## config.mk

```make
export PLATFORM = sky130hd
export DESIGN_NAME = multdiv_issue_ctrl_flat
export DESIGN_NICKNAME = d
export VERILOG_FILES = /design/src/rtl/multdiv_issue_ctrl_if.sv /design/src/rtl/multdiv_issue_ctrl.sv /design/src/flat_wrapper.sv
export SDC_FILE = /design/constraint.sdc
export NUM_CORES = 1
export LEC_CHECK = 0
export BUFFER_PORTS_ARGS = -buffer_cell sky130_fd_sc_hd__buf_2
export CORE_MARGIN = 2
export CORE_UTILIZATION = 46
export CTS_CLUSTER_DIAMETER = 30
export DETAILED_ROUTE_END_ITERATION = 16
export GPL_TIMING_DRIVEN = 0
export MAX_ROUTING_LAYER = met4
export PLACE_DENSITY = 0.89
export SLEW_MARGIN = 5
export SYNTH_ARGS = -nofsm -noshare
export SYNTH_HDL_FRONTEND = slang
export SYNTH_SLANG_ARGS = --single-unit
```

## constraint.sdc

```tcl
create_clock -name clock -period 1.73 [get_ports clock]
set_input_delay 0.0865 -clock clock [delete_from_list [all_inputs] [get_ports clock]]
set_output_delay 0.0865 -clock clock [all_outputs]
set_load 0.03 [all_outputs]
```

## src/rtl/multdiv_issue_ctrl_if.sv

```systemverilog
// multdiv_issue_ctrl_if: pipeline-side and arithmetic-unit-side signals of the mult/div issue stage.
interface multdiv_issue_ctrl_if;
    logic        in_valid;
    logic        in_is_div;
    logic [31:0] in_opA;
    logic [31:0] in_opB;
    logic [4:0]  in_rd;
    logic        flush;
    logic [31:0] unit_opA;
    logic [31:0] unit_opB;
    logic        unit_ctrl_MULT;
    logic        unit_ctrl_DIV;
    logic [31:0] mult_result;
    logic        mult_exception;
    logic        mult_resultRDY;
    logic [31:0] div_result;
    logic        div_exception;
    logic        div_resultRDY;
    logic        stall;
    logic        wb_valid;
    logic [4:0]  wb_rd;
    logic [31:0] wb_data;

    modport master (
        output in_valid, in_is_div, in_opA, in_opB, in_rd, flush,
               mult_result, mult_exception, mult_resultRDY,
               div_result, div_exception, div_resultRDY,
        input  unit_opA, unit_opB, unit_ctrl_MULT, unit_ctrl_DIV,
               stall, wb_valid, wb_rd, wb_data
    );

    modport slave (
        input  in_valid, in_is_div, in_opA, in_opB, in_rd, flush,
               mult_result, mult_exception, mult_resultRDY,
               div_result, div_exception, div_resultRDY,
        output unit_opA, unit_opB, unit_ctrl_MULT, unit_ctrl_DIV,
               stall, wb_valid, wb_rd, wb_data
    );
endinterface

```

## src/rtl/multdiv_issue_ctrl.sv

```systemverilog
// multdiv_issue_ctrl: captures a mult/div op, pulses the unit start, stalls until ready, issues one writeback.
module multdiv_issue_ctrl #(
    parameter logic [4:0]  EXC_REG       = 5'd30,
    parameter logic [31:0] MULT_EXC_CODE = 32'd4,
    parameter logic [31:0] DIV_EXC_CODE  = 32'd5,
    parameter int          GUARD         = 2,
    parameter int          TIMEOUT       = 40
) (
    input logic                 clock,
    input logic                 ctrl_reset,
    multdiv_issue_ctrl_if.slave bus
);
    localparam int CW = $clog2(TIMEOUT + 1);

    typedef enum logic [1:0] {IDLE, ISSUE, WAIT, DONE} state_t;

    state_t      state, next;
    logic [31:0] op_a, op_b, result, sel_result;
    logic [4:0]  rd;
    logic        is_div, exc, sel_rdy, sel_exc, guard_ok, timed_out, capture, accept, go;
    logic [CW-1:0] cnt;

    always_comb begin
        sel_rdy    = is_div ? bus.div_resultRDY : bus.mult_resultRDY;
        sel_exc    = is_div ? bus.div_exception : bus.mult_exception;
        sel_result = is_div ? bus.div_result : bus.mult_result;
        guard_ok   = cnt >= CW'(GUARD);
        timed_out  = cnt == CW'(TIMEOUT);
        capture    = state == IDLE && bus.in_valid && !bus.flush;
        accept     = state == WAIT && sel_rdy && guard_ok;
    end

    always_ff @(posedge clock) begin
        if (ctrl_reset)
            state <= IDLE;
        else
            state <= next;
    end

    always_comb begin
        next = state;
        case (state)
            IDLE:  next = capture ? ISSUE : IDLE;
            ISSUE: next = WAIT;
            WAIT:  next = accept || timed_out ? DONE : WAIT;
            DONE:  next = IDLE;
        endcase
        if (bus.flush)
            next = IDLE;
    end

    always_ff @(posedge clock) begin
        if (ctrl_reset) begin
            op_a   <= '0;
            op_b   <= '0;
            rd     <= '0;
            is_div <= 1'b0;
            result <= '0;
            exc    <= 1'b0;
            cnt    <= '0;
        end else begin
            if (capture) begin
                op_a   <= bus.in_opA;
                op_b   <= bus.in_opB;
                rd     <= bus.in_rd;
                is_div <= bus.in_is_div;
                exc    <= 1'b0;
            end
            if (state == ISSUE)
                cnt <= '0;
            else if (state == WAIT)
                cnt <= cnt + CW'(1);
            // A ready that arrives on the timeout cycle still wins over the abort.
            if (accept) begin
                result <= sel_result;
                exc    <= sel_exc;
            end else if (state == WAIT && timed_out)
                exc <= 1'b1;
        end
    end

    always_comb begin
        go                 = !ctrl_reset && !bus.flush;
        bus.unit_opA       = op_a;
        bus.unit_opB       = op_b;
        bus.unit_ctrl_MULT = go && state == ISSUE && !is_div;
        bus.unit_ctrl_DIV  = go && state == ISSUE && is_div;
        bus.stall          = !ctrl_reset && (state == IDLE ? bus.in_valid : go && (state == ISSUE || state == WAIT));
        bus.wb_valid       = go && state == DONE && (exc || rd != 5'd0);
        bus.wb_rd          = !ctrl_reset && state == DONE ? (exc ? EXC_REG : rd) : 5'd0;
        bus.wb_data        = !ctrl_reset && state == DONE ? (exc ? (is_div ? DIV_EXC_CODE : MULT_EXC_CODE) : result) : 32'd0;
    end
endmodule

```

## src/flat_wrapper.sv

```systemverilog
// flat-port wrapper written by rule: the top's interface ports become plain ports
module multdiv_issue_ctrl_flat 
#(
    parameter logic [4:0]  EXC_REG       = 5'd30,
    parameter logic [31:0] MULT_EXC_CODE = 32'd4,
    parameter logic [31:0] DIV_EXC_CODE  = 32'd5,
    parameter int          GUARD         = 2,
    parameter int          TIMEOUT       = 40
)
  (clock, ctrl_reset, bus_in_valid, bus_in_is_div, bus_in_opA, bus_in_opB, bus_in_rd, bus_flush, bus_mult_result, bus_mult_exception, bus_mult_resultRDY, bus_div_result, bus_div_exception, bus_div_resultRDY, bus_unit_opA, bus_unit_opB, bus_unit_ctrl_MULT, bus_unit_ctrl_DIV, bus_stall, bus_wb_valid, bus_wb_rd, bus_wb_data);
  multdiv_issue_ctrl_if bus_i ();
  input logic clock;
  input logic ctrl_reset;
  input wire logic [$bits(bus_i.in_valid)-1:0] bus_in_valid;
  input wire logic [$bits(bus_i.in_is_div)-1:0] bus_in_is_div;
  input wire logic [$bits(bus_i.in_opA)-1:0] bus_in_opA;
  input wire logic [$bits(bus_i.in_opB)-1:0] bus_in_opB;
  input wire logic [$bits(bus_i.in_rd)-1:0] bus_in_rd;
  input wire logic [$bits(bus_i.flush)-1:0] bus_flush;
  input wire logic [$bits(bus_i.mult_result)-1:0] bus_mult_result;
  input wire logic [$bits(bus_i.mult_exception)-1:0] bus_mult_exception;
  input wire logic [$bits(bus_i.mult_resultRDY)-1:0] bus_mult_resultRDY;
  input wire logic [$bits(bus_i.div_result)-1:0] bus_div_result;
  input wire logic [$bits(bus_i.div_exception)-1:0] bus_div_exception;
  input wire logic [$bits(bus_i.div_resultRDY)-1:0] bus_div_resultRDY;
  output wire logic [$bits(bus_i.unit_opA)-1:0] bus_unit_opA;
  output wire logic [$bits(bus_i.unit_opB)-1:0] bus_unit_opB;
  output wire logic [$bits(bus_i.unit_ctrl_MULT)-1:0] bus_unit_ctrl_MULT;
  output wire logic [$bits(bus_i.unit_ctrl_DIV)-1:0] bus_unit_ctrl_DIV;
  output wire logic [$bits(bus_i.stall)-1:0] bus_stall;
  output wire logic [$bits(bus_i.wb_valid)-1:0] bus_wb_valid;
  output wire logic [$bits(bus_i.wb_rd)-1:0] bus_wb_rd;
  output wire logic [$bits(bus_i.wb_data)-1:0] bus_wb_data;
  assign bus_i.in_valid = bus_in_valid;
  assign bus_i.in_is_div = bus_in_is_div;
  assign bus_i.in_opA = bus_in_opA;
  assign bus_i.in_opB = bus_in_opB;
  assign bus_i.in_rd = bus_in_rd;
  assign bus_i.flush = bus_flush;
  assign bus_i.mult_result = bus_mult_result;
  assign bus_i.mult_exception = bus_mult_exception;
  assign bus_i.mult_resultRDY = bus_mult_resultRDY;
  assign bus_i.div_result = bus_div_result;
  assign bus_i.div_exception = bus_div_exception;
  assign bus_i.div_resultRDY = bus_div_resultRDY;
  assign bus_unit_opA = bus_i.unit_opA;
  assign bus_unit_opB = bus_i.unit_opB;
  assign bus_unit_ctrl_MULT = bus_i.unit_ctrl_MULT;
  assign bus_unit_ctrl_DIV = bus_i.unit_ctrl_DIV;
  assign bus_stall = bus_i.stall;
  assign bus_wb_valid = bus_i.wb_valid;
  assign bus_wb_rd = bus_i.wb_rd;
  assign bus_wb_data = bus_i.wb_data;
  multdiv_issue_ctrl #(.EXC_REG(EXC_REG), .MULT_EXC_CODE(MULT_EXC_CODE), .DIV_EXC_CODE(DIV_EXC_CODE), .GUARD(GUARD), .TIMEOUT(TIMEOUT)) u_core (.clock(clock), .ctrl_reset(ctrl_reset), .bus(bus_i));
endmodule
```

After elaboration in Yosys (flattened, before gate mapping)
Cells that the tools add are included.
Word-level totals
  flip-flop bits (word level): 111
  bits of input ports: 142
  output and inout bits: 105
Operators by class
  add/sub/neg operators: 1
  magnitude comparators: 1
  equality and inequality tests: 4
  mux-type cells: 15
  reduce and logical (&&, ||, !) cells: 25
Operator list (count)
  $mux W32: 3
  $logic_and A1 B1 Y1: 14
  $mux W5: 2
  $mux W1: 9
  $pmux W2 S4: 1
  $add A6 B1 Y6 const B: 1
  $eq A6 B6 Y1 const B: 1
  $ge A6 B2 Y1 const B: 1
  $reduce_bool A5 Y1: 1
  $eq A2 B2 Y1 const B: 2
  $reduce_or A2 Y1: 2
  $logic_not A1 Y1: 3
  $logic_or A1 B1 Y1: 3
  $reduce_bool A3 Y1: 1
  $eq A2 B1 Y1 const B: 1
  $logic_not A2 Y1: 1

Logic depth before layout (Yosys ltp)
  depth after elaboration: 6
  gate-level depth with buffers: 8
  mapped depth without buffers: 5

Worst setup path before layout
Ideal clock, no wire load.
  path type: reg2out
  start point: reg u_core.state[0]
  end point: out bus_wb_data[27]
  arrival: 1.560 ns
  required time: 1.643 ns
  slack: 0.083 ns
  cell stages (with the launch flop): 6
  path buffers: 2
  cells stage by stage: dfxtp_1 ha_1 nand2b_1 buf_2 buf_1 nor3_1
Between the ends
  word-level cells in the longest chain between the ends: 3
RTL lines
  start: declaration: RTL line multdiv_issue_ctrl.sv:17  | state_t state, next;
  start signal: assignment: RTL line multdiv_issue_ctrl.sv:37  | state <= next;
  $eq A2 B2 Y1: RTL line multdiv_issue_ctrl.sv:91  | bus.wb_data = !ctrl_reset && state == DONE ? (exc ? (is_div ? DIV_EXC_CODE : MULT_EXC_CODE) : result) : 32'd0;
  $logic_and A1 B1 Y1: RTL line multdiv_issue_ctrl.sv:91
  $mux W32: RTL line multdiv_issue_ctrl.sv:91
  end: declaration: RTL line flat_wrapper.sv:33  | output wire logic [$bits(bus_i.wb_data)-1:0] bus_wb_data;
Every way passes these cells.

Worst setup path after layout
  start point: reg u_core.state[0]
  end point: reg u_core.result[17]
Between the ends
  word-level cells in the longest chain between the ends: 3
RTL lines
  $eq A2 B2 Y1: RTL line multdiv_issue_ctrl.sv:30  | accept = state == WAIT && sel_rdy && guard_ok;
  $logic_and A1 B1 Y1 (2 in series): RTL line multdiv_issue_ctrl.sv:30
  end signal: assignment: RTL line multdiv_issue_ctrl.sv:75  | result <= sel_result;
  end: declaration: RTL line multdiv_issue_ctrl.sv:18  | logic [31:0] op_a, op_b, result, sel_result;
Every way passes these cells.
A chain may end at the register's enable or synchronous reset.

==> impl_results.md <==
- #FFs+latches synth: between 100 and 150
- R2r worst-path depth: 7
- Clock Latency Late Sink: 370 ps
- Delay-heaviest family, CP: compound AO/OA/AOI/OAI gates
- Clk network pwr share: 33.3%
- CTS tree: done
- Clk_skew: ~16 ps
- Crit path buffers/inverters: 4
- Clk buf depth: 2
- Die X-Extent: 109 um
- Final core utilization: between 70% and 80%
- Maximum clock frequency: between 0.5 and 0.6 GHz
- Die area: approximately 12000 um2
- IO buf count: about 250
- Post-synthesis cell area: 5040 um2
- Gr ovfl total: 0
- Initial DRC count: 416
- Core area: 10700 um2
- Internal power: about 3.9 mW
- Final Max Slew Viols: 0
- Crit path DAT: 2090 ps
- Worst path max stage delay: ~500 ps
- Endpoints failing setup: 13
- Slew HR: 53.0%
- Post-synthesis sequential area ratio: ~44%
- Sw Share: ~29%
- First-pass GRT wire length: ~29000 um
- Failing checks: negative setup slack
- Asr flop ratio synth: 0%
- Via count: around 6300
- Pleak: roughly 3.3 nW
- Reg-to-reg endpoint: u_core.result[17]
- Tot GR Track Use: 32.3%
- Worst hold path type: in2reg
- CP max FO: 10
- CP Class: reg2reg
- Sequential Power Share: ~49%
- Slowest-stage cell, CP: a2111oi_0
- Combinational group share of total power: roughly 18%
- Initial DRT Pass Iterations: 5
- Peak supply drop: about 0.56 mV
- CTS Root Cell: clkbuf_8
- Fin nets: between 1000 and 1500
- Worst Min Path Start: bus_in_valid
- Drt wl/cell: 19.0 um
- Total Routed Length: a little over 20000 um
- Vias in the first global route: about 6000
- R2R setup slack: -120 ps
- Setup TNS: -630 ps
- CTS Sinks: 111
- Post-DRT Antenna Nets: 0
- Area growth from synthesis to layout: 59.8%
- Placed cell areas: 6440 um2
- R2R Path Start: u_core.state[0]
- Cells after Synth: 606
- DRC Markers: 0
- Worst EP required: 1970 ps
- Hold-critical path depth: 3
- Total power: 5.50 mW
- Final Critical Period: 1850 ps
- Fraction of layout cells with a size suffix above 1: between 40% and 50%
- RSZ-0062 raised after global routing: yes
- Reg clk slew, reported paths: about 110 ps
- Status: finished, violations left
- Drt via density: ~5.8
- Reported max-cap violation count: 0
- Worst-path cell chain: inv_1 -> ha_1 -> buf_6 -> inv_2 -> clkbuf_2 -> a2111oi_0 -> a211oi_1
- Post-route cell area: around 8000 um2
- Worst-Margin Slew: just over 700 ps
- Fin cells: around 1100
- Worst setup SP type: flip-flop
- Setup ws final: -121 ps
- CTS Buf Count: 9
- Post-synth EDFFs: 0
- Io pins: between 200 and 250
- Post-Syn Nets: ~760
- Top_reg_cell synth: dfxtp_1
- Period utilization: 107%
- Worst setup EP type: flip-flop
- DP Cell Count: approximately 990
- Largest net degree at the start of global routing: 21
- Syn avg cell area: around 8.3 um2
- Die Y: about 110 um
- Std cell rows: 38
- GP Congestion: 0.820
- Worst Hold Endpoint: u_core.state[0]
- Initial core utilization: 46.9%
- Yosys warns: 0
- Final hold vios: 0
- Synth unique cells: 38
- Initial antenna violation count: 1
- Power density cells: between 600 and 700 nW/um2
- H-tree Lvls: 3
- Detailed Place HPWL: between 10000 and 15000 um
- NetSw: about 1.6 mW
==> flip-flops by register name, indices dropped and copies added, names as in the netlist <==
| register | cells |
|---|---|
| u_core.result | 32 |
| u_core.cnt | 6 |
| u_core.exc | 1 |
| u_core.rd | 5 |
| u_core.is_div | 1 |
| u_core.bus.unit_opA | 32 |
| u_core.bus.unit_opB | 32 |
| u_core.state | 2 |
==> timing repair <==
action | 4_1_cts | 5_1_grt
gates cloned | 0 | 3
hold buffers | 70 | 0
setup buffers | 4 | 2
resized for setup | 79 | 123
pin swaps | 2 | 5
endpoints found under the setup margin | 140 | 111
hold endpoints to repair | 70 | 0
==> worst max path at each step <==
| stage | start | cells past startpoint | end |
|---|---|---|---|
| floorplan | u_core.state[0] | 5 | bus_wb_data[27] |
| global placement | u_core.state[0] | 7 | u_core.bus.unit_opA[30] |
| detailed placement | u_core.state[0] | 7 | u_core.bus.unit_opB[5] |
| CTS | u_core.cnt[0] | 8 | u_core.result[9] |
| global route | u_core.state[0] | 8 | u_core.result[12] |
| finish | u_core.state[0] | 7 | u_core.result[17] |
==> kinds of logic after synthesis <==
group | count (synthesis) | share of synthesized area, %
simple gates | 208 | 17.4
buf+inv | 95 | 8.30
compound gates | 145 | 19.8
xor+xnor | 4 | 0.696
fa+ha+maj | 7 | 1.74
flops | 111 | 44.1
mux | 36 | 7.97
==> Yosys cell counts, types with 10 or more instances <==
cell / n / area, um2
nand2_1: 144 / 541
inv_1: 37 / 139
dfxtp_1: 111 / 2220
nor3_1: 30 / 150
buf_2: 10 / 50.1
clkbuf_1: 30 / 113
a2111oi_0: 28 / 245
mux2_1: 24 / 270
a21oi_1: 74 / 370
buf_1: 10 / 37.5
nor2_1: 20 / 75.1
a211oi_1: 28 / 210
==> cell type report <==
class | count | area (um2)
Buffer | 56 | 377
Inverter | 38 | 143
Clock inverter | 7 | 113
Multi-Input combinational cell | 400 | 2760
Tap cell | 140 | 175
Timing Repair Buffer | 324 | 2120
Sequential cell | 111 | 2230
Antenna cell | 3 | 7.51
Fill cell | 655 | 2700
Clock buffer | 9 | 124
==> through the flow <==
stage	hold slack, ps	setup WS, ps
6_report	54.9	-121
2_1_floorplan	222	83.4
3_3_place_gp	326	-178
5_1_grt	43.8	-223
4_1_cts	20.2	-4.31
3_5_place_dp	331	-189
==> cells in the final DEF, fill, tap and decap left out, types with 7 or more instances in the layout <==
| cell | synthesis | final |
|---|---|---|
| clkbuf_2 | 0 | 18 |
| clkbuf_1 | 30 | 7 |
| nor3_2 | 0 | 16 |
| dlygate4sd3_1 | 0 | 70 |
| clkbuf_8 | 0 | 9 |
| nand2_1 | 144 | 144 |
| buf_6 | 6 | 13 |
| buf_2 | 10 | 216 |
| nor2_1 | 20 | 19 |
| buf_4 | 1 | 39 |
| mux2_1 | 24 | 24 |
| dfxtp_1 | 111 | 106 |
| a2111oi_2 | 5 | 19 |
| a21oi_1 | 74 | 74 |
| a211oi_1 | 28 | 15 |
| inv_1 | 37 | 36 |
| a211oi_2 | 5 | 18 |
| nor3_1 | 30 | 11 |
| mux2_2 | 9 | 9 |
==> layer usage <==
layer | up-vias | GRT usage [%] | share of wire (%)
met5 | - | - | 0
met4 | 0 | 20.3 | 6.1
met3 | 125 | 8.19 | 10
met2 | 481 | 54.8 | 49
met1 | 2901 | 33.4 | 35
li1 | 2758 | - | -
==> tightest hold or removal path, stage by stage <==
cell	delay (ps)
buf_2	120
o21ai_0	80
a21oi_1	110
==> power by group through the flow <==
stage | sequential (mW) | clock [mW] | combinational, mW
final | 2.69 | 1.83 | 0.982
after global placement | 2.73 | 0 | 0.745
after CTS | 2.68 | 1.82 | 0.895
after detailed placement | 2.73 | 0 | 0.757
after floorplan | 2.87 | 0 | 0.296
after global routing | 2.69 | 1.92 | 1.04
Power figures use the tool's default switching activity.
